==> src/rtl/wave_pkg.sv <==
// Shared geometry defaults, coordinate types and the triangle height rule
// used by the bar-wave renderer and its height lookup.
package wave_pkg;

  typedef logic [9:0]  coord_t;
  typedef logic [10:0] cmp_t;
  typedef logic [3:0]  bar_idx_t;
  typedef logic [7:0]  height_t;

  localparam int DEF_BAR_W      = 40;
  localparam int DEF_VIS_W      = 25;
  localparam int DEF_N_BARS     = 10;
  localparam int DEF_H_STEP     = 10;
  localparam int DEF_BASE_H     = 60;
  localparam int DEF_X_LO       = 100;
  localparam int DEF_X_HI       = 540;
  localparam int DEF_TOP_Y      = 180;
  localparam int DEF_BOT_Y      = 400;
  localparam int DEF_PLAYER_X   = 200;
  localparam int DEF_Y_CENTER   = 290;
  localparam int DEF_TRACK_STEP = 8;

  // Tallest bar cut-out; the top band limit is offset by this so bar N/2 is tallest.
  function automatic int calc_hmax(input int h_step, input int n_bars);
    return h_step * n_bars / 2;
  endfunction

  function automatic int tri_height(input int idx, input int h_step, input int n_bars);
    int half;
    half = n_bars / 2;
    return h_step * ((idx > half) ? (idx - half) : (half - idx));
  endfunction

endpackage

==> src/rtl/bar_height_lut.sv <==
// Triangle height table: maps a bar index within the wave period to its
// height cut h(i) = H_STEP*|i - N_BARS/2|.
module bar_height_lut
  import wave_pkg::*;
#(
  parameter int H_STEP = DEF_H_STEP,
  parameter int N_BARS = DEF_N_BARS
) (
  input  logic [3:0] idx,
  output logic [7:0] h
);

  always_comb begin
    h = '0;
    for (int i = 0; i < 16; i++) begin
      if (idx == bar_idx_t'(i)) begin
        h = height_t'(tri_height(i, H_STEP, N_BARS));
      end
    end
  end

endmodule

==> src/rtl/wave_bar_renderer.sv <==
// Mirrored bar-wave pixel renderer with frame-stepped scrolling and a
// rate-limited sprite anchor that follows the bar under PLAYER_X.
module wave_bar_renderer
  import wave_pkg::*;
#(
  parameter int BAR_W      = DEF_BAR_W,
  parameter int VIS_W      = DEF_VIS_W,
  parameter int N_BARS     = DEF_N_BARS,
  parameter int H_STEP     = DEF_H_STEP,
  parameter int BASE_H     = DEF_BASE_H,
  parameter int X_LO       = DEF_X_LO,
  parameter int X_HI       = DEF_X_HI,
  parameter int TOP_Y      = DEF_TOP_Y,
  parameter int BOT_Y      = DEF_BOT_Y,
  parameter int PLAYER_X   = DEF_PLAYER_X,
  parameter int Y_CENTER   = DEF_Y_CENTER,
  parameter int TRACK_STEP = DEF_TRACK_STEP
) (
  input  logic       clk,
  input  logic       rst_n,
  input  logic [9:0] pix_x,
  input  logic [9:0] pix_y,
  input  logic       display_on,
  input  logic       vsync,
  input  logic [2:0] speed,
  input  logic       dir,
  input  logic       pause,
  output logic       draw_wave,
  output logic       frame_tick,
  output logic [9:0] player_y,
  output logic       player_valid
);

  localparam int HMAX = calc_hmax(H_STEP, N_BARS);

  localparam coord_t   BAR_W_X   = coord_t'(BAR_W);
  localparam coord_t   VIS_W_X   = coord_t'(VIS_W);
  localparam bar_idx_t BAR_LAST  = bar_idx_t'(N_BARS - 1);
  localparam cmp_t     BAR_W_C   = cmp_t'(BAR_W);
  localparam cmp_t     X_LO_C    = cmp_t'(X_LO);
  localparam cmp_t     X_HI_C    = cmp_t'(X_HI);
  localparam cmp_t     TOP_Y_C   = cmp_t'(TOP_Y);
  localparam cmp_t     BOT_Y_C   = cmp_t'(BOT_Y);
  localparam cmp_t     BASE_H_C  = cmp_t'(BASE_H);
  localparam cmp_t     TOP_LIM_C = cmp_t'(TOP_Y + BASE_H + HMAX);
  localparam coord_t   PLAYER_XC = coord_t'(PLAYER_X);
  localparam coord_t   Y_CENTERC = coord_t'(Y_CENTER);
  localparam coord_t   TGT_BASE  = coord_t'(Y_CENTER + 25);
  localparam coord_t   STEP_X    = coord_t'(TRACK_STEP);

  if (BAR_W <= 7 || VIS_W > BAR_W || (N_BARS % 2) != 0 || N_BARS > 16) begin : g_bad_geometry
    $error("wave_bar_renderer: invalid bar geometry parameters");
  end

  function automatic bar_idx_t bar_inc(input bar_idx_t b);
    return (b == BAR_LAST) ? '0 : b + bar_idx_t'(1);
  endfunction

  function automatic bar_idx_t bar_dec(input bar_idx_t b);
    return (b == '0) ? BAR_LAST : b - bar_idx_t'(1);
  endfunction

  // Saturating move toward the target: never more than TRACK_STEP per frame.
  function automatic coord_t step_toward(input coord_t cur, input coord_t target);
    coord_t diff;
    if (target > cur) begin
      diff = target - cur;
      return cur + ((diff > STEP_X) ? STEP_X : diff);
    end
    diff = cur - target;
    return cur - ((diff > STEP_X) ? STEP_X : diff);
  endfunction

  logic     vs_q;
  bar_idx_t off_bar;
  coord_t   off_pos;
  cmp_t     fwd_sum;
  bar_idx_t col_bar_q, cur_bar, nxt_bar;
  coord_t   col_pos_q, cur_pos, nxt_pos;
  height_t  h_col, h_trk;
  coord_t   tgt;
  cmp_t     x_c, y_c, top_lim, bot_lim;
  logic     lit_p0, top_p0, bot_p0, win_p0, draw_p0;
  logic     draw_p1;

  always_ff @(posedge clk) begin
    if (!rst_n) begin
      vs_q <= 1'b1;
    end else begin
      vs_q <= vsync;
    end
  end

  assign frame_tick = vsync & ~vs_q;

  assign fwd_sum = cmp_t'(off_pos) + cmp_t'(speed);

  // Scroll offset kept as (bar, position) so no divider is needed.
  always_ff @(posedge clk) begin
    if (!rst_n) begin
      off_bar <= '0;
      off_pos <= '0;
    end else if (frame_tick && !pause && speed != 3'd0) begin
      if (!dir) begin
        if (fwd_sum >= BAR_W_C) begin
          off_pos <= coord_t'(fwd_sum - BAR_W_C);
          off_bar <= bar_inc(off_bar);
        end else begin
          off_pos <= coord_t'(fwd_sum);
        end
      end else if (off_pos < coord_t'(speed)) begin
        off_pos <= off_pos + BAR_W_X - coord_t'(speed);
        off_bar <= bar_dec(off_bar);
      end else begin
        off_pos <= off_pos - coord_t'(speed);
      end
    end
  end

  // Registers hold the counters predicted for pix_x+1; at pix_x==0 the offset is used directly.
  always_comb begin
    cur_pos = col_pos_q;
    cur_bar = col_bar_q;
    if (pix_x == '0) begin
      cur_pos = off_pos;
      cur_bar = off_bar;
    end
    nxt_pos = cur_pos + coord_t'(1);
    nxt_bar = cur_bar;
    if (nxt_pos == BAR_W_X) begin
      nxt_pos = '0;
      nxt_bar = bar_inc(cur_bar);
    end
  end

  always_ff @(posedge clk) begin
    if (!rst_n) begin
      col_pos_q <= '0;
      col_bar_q <= '0;
    end else begin
      col_pos_q <= nxt_pos;
      col_bar_q <= nxt_bar;
    end
  end

  bar_height_lut #(.H_STEP(H_STEP), .N_BARS(N_BARS)) u_col_lut (
    .idx (cur_bar),
    .h   (h_col)
  );

  bar_height_lut #(.H_STEP(H_STEP), .N_BARS(N_BARS)) u_trk_lut (
    .idx (cur_bar),
    .h   (h_trk)
  );

  // Stage p0: combinational pixel decision on the current raster position.
  always_comb begin
    x_c     = {1'b0, pix_x};
    y_c     = {1'b0, pix_y};
    top_lim = TOP_LIM_C - cmp_t'(h_col);
    bot_lim = BOT_Y_C - cmp_t'(h_col) - BASE_H_C;
    lit_p0  = cur_pos < VIS_W_X;
    top_p0  = lit_p0 && (y_c > TOP_Y_C) && (y_c < top_lim);
    bot_p0  = lit_p0 && (y_c > bot_lim) && (y_c < BOT_Y_C);
    win_p0  = (x_c > X_LO_C) && (x_c < X_HI_C) && (y_c > TOP_Y_C) && (y_c < BOT_Y_C);
    draw_p0 = display_on && (top_p0 || bot_p0) && win_p0;
  end

  // Stage p1: registered pixel flag.
  always_ff @(posedge clk) begin
    if (!rst_n) begin
      draw_p1 <= 1'b0;
    end else begin
      draw_p1 <= draw_p0;
    end
  end

  assign draw_wave = draw_p1;

  // A target latched in the tick cycle only takes effect on the following frame.
  always_ff @(posedge clk) begin
    if (!rst_n) begin
      tgt          <= '0;
      player_y     <= Y_CENTERC;
      player_valid <= 1'b0;
    end else begin
      if (pix_y == '0 && pix_x == PLAYER_XC) begin
        tgt <= TGT_BASE - coord_t'(h_trk);
      end
      if (frame_tick) begin
        player_y     <= step_toward(player_y, tgt);
        player_valid <= 1'b1;
      end
    end
  end

endmodule

==> config.mk <==
export PLATFORM = sky130hd
export DESIGN_NAME = wave_bar_renderer
export DESIGN_NICKNAME = d
export VERILOG_FILES = /design/src/rtl/wave_pkg.sv /design/src/rtl/bar_height_lut.sv /design/src/rtl/wave_bar_renderer.sv
export SDC_FILE = /design/constraint.sdc
export NUM_CORES = 1
export LEC_CHECK = 0
export CAP_MARGIN = 20
export CORE_AREA = 2 2 146 148
export DETAILED_ROUTE_END_ITERATION = 12
export DIE_AREA = 0 0 148 150
export SLEW_MARGIN = 20
export SYNTH_ARGS = -nofsm -noshare
export SYNTH_HDL_FRONTEND = slang
export SYNTH_SLANG_ARGS = --single-unit
==> constraint.sdc <==
create_clock -name clk -period 5.6 [get_ports clk]
set_input_delay 1.4 -clock clk [delete_from_list [all_inputs] [get_ports clk]]
set_output_delay 1.4 -clock clk [all_outputs]
set_load 0.1 [all_outputs]
Yosys cells after proc, flatten, opt, wreduce, memory -nomap -nowiden
Cells that the tools add are included.

storage, ports and cells
  flip-flop bits (word level) = 51
  bits of input ports = 29
  output and inout port bits = 13
  word-level logic and storage cells = 117

operators by class
  add/sub/neg operators = 17
  order comparisons = 12
  equal/unequal tests = 19
  multiplexer cells = 35
  bitwise operators = 3
  reduce and logical (&&, ||, !) cells = 22

operators by type and width
  kind                   number
  $mux 10                8
  $mux 8                 9
  $mux 6                 7
  $eq 4x4->1 const B     9
  $mux 4                 8
  $sub 10x10->10         3
  $sub 9x8->10 const A   3
  $gt 10x4->1 const B    2
  $logic_not 10->1       2
  $sub 10x3->10          2
  $eq 4x3->1 const B     4
  $logic_and 1x1->1      12
  $add 10x3->11          1
  $ge 11x6->1 const B    1
  $gt 10x11->1           1
  $lt 10x11->1           1
  $sub 10x7->11 const B  1
  $add 10x1->10 const B  1
  $add 10x10->10         1
  $add 10x6->10 const B  1
  $eq 10x6->1 const B    1
  $eq 10x8->1 const B    1
  $gt 10x10->1           1
  $gt 10x7->1 const B    1
  other kinds (21)       27

Logic depth before layout (Yosys ltp)
  depth in word-level cells = 27
  gate-level depth with buffers = 23
  depth with buffers taken out = 23

Modules after synthesis
A second synthesis with hierarchy kept.

unflattened totals
  cells, all modules = 864
  area total of the unflattened synthesis = 6424.9 um^2

modules (own cells, without submodules)
  module             instances  cells an instance  area an instance (um^2)  sequential area each (um^2)
  wave_bar_renderer  1          816                6159.7                   1001.0
  bar_height_lut     2          24                 132.6                    0.0

Worst setup path before layout
Ideal clock, no wire load.

  path kind = register to register
  start = register player_y[2]
  end = register player_y[9]
  library setup time = 0.065 ns
  data arrival time = 5.337 ns
  required time = 5.535 ns
  setup slack = 0.198 ns
  stages on the path, launching flop included = 23
  path buffers = 1
  period minus slack after synthesis = 5.402 ns
  cells stage by stage = dfxtp_1 > inv_1 > ha_1 > clkbuf_1 > o21ai_1 > a21oi_1 > o21a_1 > or4_1 > a211oi_1 > o211ai_1 > or2_2 > ha_1 > o2bb2a_1 > ha_1 > nor2b_1 > o21ai_0 > a21oi_1 > o21ai_0 > a211o_1 > o21ai_0 > and4_1 > mux2i_1 > nand4b_1

between the ends
  word-level cells in the longest chain between the ends = 6
  elaborated cells on any way between the ends = 14
  classes of those cells = 4 x add/sub; 3 x order compare; 7 x mux

ends and longest elaborated chain
  what                      line                      RTL
  start: declaration        wave_bar_renderer.sv:30   output logic [9:0] player_y,
  start signal: assignment  wave_bar_renderer.sv:191  player_y <= step_toward(player_y, tgt);
  $sub 10x10->10            wave_bar_renderer.sv:67   diff = target - cur;
  $gt 10x4->1               wave_bar_renderer.sv:68   return cur + ((diff > STEP_X) ? STEP_X : diff);
  $mux 10                   wave_bar_renderer.sv:68
  $add 10x10->10            wave_bar_renderer.sv:68
  $mux 10                   wave_bar_renderer.sv:66   if (target > cur) begin
  $mux 10 *                 wave_bar_renderer.sv:70   diff = cur - target;

Mark *: on every way between the ends. The rest lies on a longest branch, timed or not. The select of a mux whose other input is x is not followed.
A chain may end at the register's enable or synchronous reset.

Worst setup path in the final report
  start = input port pix_x[1]
  end = register draw_p1 (netlist: draw_wave)

between the ends
  elaborated cells on any way between the ends = 53
  classes of those cells = 3 x add/sub; 5 x order compare; 15 x eq/ne; 18 x mux; 12 x reduce/logical

RTL lines
  what                               line                      RTL
  start: declaration                 wave_bar_renderer.sv:21   input logic [9:0] pix_x,
  $logic_not 10->1 *                 wave_bar_renderer.sv:124  if (pix_x == '0) begin
  $mux 4 *                           wave_bar_renderer.sv:124
  $eq 4x1->1                         bar_height_lut.sv:16      if (idx == bar_idx_t'(i)) begin
  $mux 6 (6 in series)               bar_height_lut.sv:16
  $mux 8 (8 in series)               bar_height_lut.sv:16
  $mux 8 *                           bar_height_lut.sv:16
  via h_col[2]                       wave_bar_renderer.sv:80   height_t h_col, h_trk;
  $sub 9x8->10                       wave_bar_renderer.sv:161  bot_lim = BOT_Y_C - cmp_t'(h_col) - BASE_H_C;
  $sub 10x7->11                      wave_bar_renderer.sv:161
  $gt 10x11->1                       wave_bar_renderer.sv:164  bot_p0 = lit_p0 && (y_c > bot_lim) && (y_c < BOT_Y_C);
  $logic_and 1x1->1 (2 in series)    wave_bar_renderer.sv:164
  $logic_or 1x1->1 *                 wave_bar_renderer.sv:166  draw_p0 = display_on && (top_p0 || bot_p0) && win_p0;
  $logic_and 1x1->1 * (2 in series)  wave_bar_renderer.sv:166
  end signal: assignment             wave_bar_renderer.sv:174  draw_p1 <= draw_p0;
  end: declaration                   wave_bar_renderer.sv:84   logic draw_p1;

Mark *: on every way through the listed nets, which the timed path passes. The rest lies on a longest branch.

==> metrics.md <==
| Metric | Value |
|---|---|
| Outcome | finished, final reports clean |
| Post-synthesis cell count | 821 |
| GRT met2 Usage | 25.9% |
| Slowest-stage cell, CP | clkdlybuf4s50_1 |
| Maximum VDD drop | 0.108 mV |
| Yosys warnings | 0 |
| Slowest Stage Delay on Critical Path | 0.46 ns |
| GR Layer Usage met1 | 20.9% |
| Die span in x | 148 µm |
| Placed cells | 1131 |
| N_diodes | 0 |
| Die area | 22200 µm² |
| FF-to-FF path depth | 21 |
| Avg Cell Area, Syn | 7.37 µm² |
| Seq. cell area | 1000 µm² |
| Unrepaired setup endpoints after global routing | no |
| Top Ports | 42 |
| DR pass1 iterations | 5 |
| Post-route DRC | 0 |
| Crit-path leading delay family | compound AO/OA/AOI/OAI gates |
| Pwr Density | 144 nW/µm² |
| Critical Path Source | pix_x[1] |
| First-pass GRT wire length | 27900 µm |
| WL per Instance | 14.9 µm |
| Mapped Area | 6050 µm² |
| Vias/cell | 5.19 |
| Setup Buffers After CTS | 0 |
| CP Depth | 21 |
| Sequential fraction of the synthesis area | 16.5% |
| # fillers | 2230 |
| Comb power frac | 30.2% |
| CTS tree | built |
| Unique cell type count in the Yosys netlist | 72 |
| 1st-iter DRT viols | 411 |
| Pin count of the biggest net entering global routing | 31 |
| Clock group share of total power | 32.3% |
| CP bufs+invs | 5 |
| Setup violators final | 0 |
| Via count | 5912 |
| Total gr overflow | 0 |
| Die Y | 150 µm |
| Post-synth EDFFs | 0 |
| P&R area growth vs syn | 16.1% |
| Initial antenna violation count | 0 |
| CTS clk-pin slew, worst paths | 0.07 ns |
| Power share of the sequential group | 37.5% |
| Int Pwr | 666 µW |
| Sw Pwr | 348 µW |
| Syn Nets | 930 |
| Main synth FF type | dfxtp_1 |
| Fin crit share | 91.4% |
| Initial core utilization | 29.2% |
| R2r endpoint | player_y[9]$_SDFFE_PN0P_ |
| Cell Count, Final, Fillers Out | 1139 |
| GRT Total Usage | 15.3% |
| Area occupied by multi-input gates | 4630 µm² |
| Reg2reg setup slack | 0.53 ns |
| Final TNS setup | 0 ns |
| Hold Crit Start | player_valid$_SDFFE_PN0P_ |
| Tightest Pin Transition | 1.00 ns |
| Cts bufs inserted | 5 |
| Post-route ant nets | 0 |
| Placer Congestion | 0.895 |
| Layer with the highest usage | met2 |
| Root Buffer | clkbuf_16 |
| Worst Path Max Fanout | 13 |
| Max-Cap Viols | 0 |
| Pleak | 0.00274 µW |
| Maximum clock rate | 195 MHz |
| Min Tclk post-route | 5.12 ns |
| Later-pin clock latency in the skew report | 0.31 ns |
| Total core area | 20700 µm² |
| CP endpoint | draw_wave$_SDFF_PN0_ |
| PortBufs | 41 |
| Critical Path AT | 5.31 ns |
| Worst EP required | 5.79 ns |
| Max_slew headroom | 33.0% |
| Final Hold Fails | 0 |
| Setup crit end kind | register |
| Crit path kind | primary input to register |
| Row cnt | 53 |
| Grt met3 use | 1.68% |
| Worst-path cell chain | clkdlybuf4s50_1, nor4_4, nand3_2, buf_4, mux2i_1, buf_4, nand2_1, o22ai_1, inv_1, ha_1, buf_4, nor2_1, nor2_1, a21oi_1, a21oi_1, ha_1, nor2b_1, o31a_1, o21ai_1, a22oi_1, o311a_1 |
| Final Skew | 0.0123 ns |
| FFs w/ async S/R, synth | 0% |
| Routed wire length | 16900 µm |
| Synthesized flop and latch total | 50 |
| Slew Limit Fails | 0 |
| Hpwl dp | 13400 µm |
| Reg2Reg Launch Point | player_y[2]$_SDFFE_PN0P_ |
| Final nets | 972 |
| Setup crit start kind | primary input |
| Most used cell along the critical path | buf_4 |
| Clock Tree Buf Depth | 2 |
| Share of layout cells above drive strength 1 | 7.41% |
| Clk sinks | 50 |
| Hold WC Path Type | register to register |
| Vias in the first global route | 5525 |
| Htree depth | 2 |
| Switching share of power | 34.3% |
-- placed cells by master (no fill, tap or decap), drive strengths merged, types with 9 or more instances in the layout --
cell	n
a211oi	13
a21o	9
a21oi	75
a31oi	9
buf	34
clkdlybuf4s50	40
dfxtp	50
ha	73
inv	64
mux2i	15
nand2	77
nand2b	12
nand3	27
nand4	14
nor2	74
nor2b	13
nor3	21
nor4	9
o211ai	12
o21ai	48
xnor2	44
xor2	13
-- tightest hold or removal path: stages (launching register included) --
cell,delay (ns)
dfxtp_1,0.33
nor2_1,0.05
nor2_1,0.06
-- how the worst min path moves through the flow --
stage	to	slack [ns]	cells after the start
after floorplan	tgt[7]$_SDFFE_PN0P_	0.45	2
after global placement	player_valid$_SDFFE_PN0P_	0.46	2
after detailed placement	player_valid$_SDFFE_PN0P_	0.47	2
after CTS	player_valid$_SDFFE_PN0P_	0.49	2
after global routing	tgt[1]$_SDFFE_PN0P_	0.52	2
final	player_valid$_SDFFE_PN0P_	0.48	2
-- state kept, by name (all words and copies together), names as in the netlist --
name	flops
off_pos	10
vs_q	1
tgt	9
col_pos_q	10
player_y	10
col_bar_q	4
player_valid	1
draw_wave	1
off_bar	4
-- logic make-up (layout without fill, tap and decap cells) --
kind of cell / after synthesis / after routing / synth area share, %
DFF: 50 / 50 / 16.5
muxes: 18 / 18 / 3.10
AOI/OAI and AO/OA: 225 / 225 / 23.9
xor gates and xnor gates: 57 / 57 / 8.25
buffers and inverters: 105 / 148 / 7.07
and+or+nand+nor: 286 / 286 / 23.7
adders and majority gates: 80 / 80 / 17.4
-- layout make-up --
| class | instances | share of cell area (%) |
|---|---|---|
| Tap cell | 275 | 4.90 |
| Multi-Input combinational cell | 666 | 65.8 |
| Clock buffer | 6 | 1.98 |
| Clock inverter | 2 | 0.178 |
| Timing Repair Buffer | 74 | 9.33 |
| Inverter | 66 | 3.53 |
| Sequential cell | 50 | 14.2 |
-- power groups by stage --
stage,combinational [µW],sequential (µW),clock (µW)
after floorplan,182,413,0
after global placement,303,389,0
after detailed placement,303,389,0
after CTS,305,380,338
after global routing,338,382,351
final,306,380,327
-- timing repair --
| action | 4_1_cts | 5_1_grt |
|---|---|---|
| setup endpoints to repair | 0 | 1 |
| resized for setup | 0 | 2 |
| hold buffers | 0 | 0 |
-- routing by layer --
layer | share of wire (%) | routed length [µm]
met3 | 3.8 | 646
met1 | 48 | 8190
met4 | 1.2 | 199
met5 | 0 | 0
met2 | 47 | 7890
-- synthesized netlist by cell type (4+ instances only) --
cell type,number,area [µm²]
o22ai_1,4,25.0
nor3_1,18,90.1
nand2_1,77,289
o41ai_1,6,52.6
o21a_1,5,37.5
xnor2_1,44,385
mux2i_1,14,140
ha_1,73,913
a21o_1,9,67.6
inv_1,64,240
nand2b_1,12,75.1
a211oi_1,13,97.6
o21bai_1,5,37.5
xor2_1,13,114
o31a_1,4,35.0
nand4_1,14,87.6
and3_1,7,43.8
a31oi_1,9,56.3
nor2_1,74,278
clkbuf_1,30,113
nand3_1,25,125
a21oi_1,74,370
or4_1,6,45.0
dfxtp_1,50,1000
nor4_1,8,50.1
buf_1,4,15.0
a211o_1,6,52.6
o21ai_0,43,215
or2_2,5,31.3
or3_1,7,43.8
o21ai_1,5,25.0
fa_1,7,140
a2111oi_0,6,52.6
nor2b_1,13,81.3
o211ai_1,11,82.6
-- through the flow --
step	cell area, µm²	total power (µW)	setup WS, ns	util (%)	hold slack (ns)
5_1_grt	7030	1070	0.0803	34.0	0.523
3_5_place_dp	6880	692	0.163	33.2	0.467
6_report	7030	1010	0.483	34.0	0.477
3_3_place_gp	6880	692	0.199	33.2	0.459
4_1_cts	7030	1020	0.367	34.0	0.485
2_1_floorplan	6050	595	0.198	-	0.449
Power figures use the tool's default switching activity.
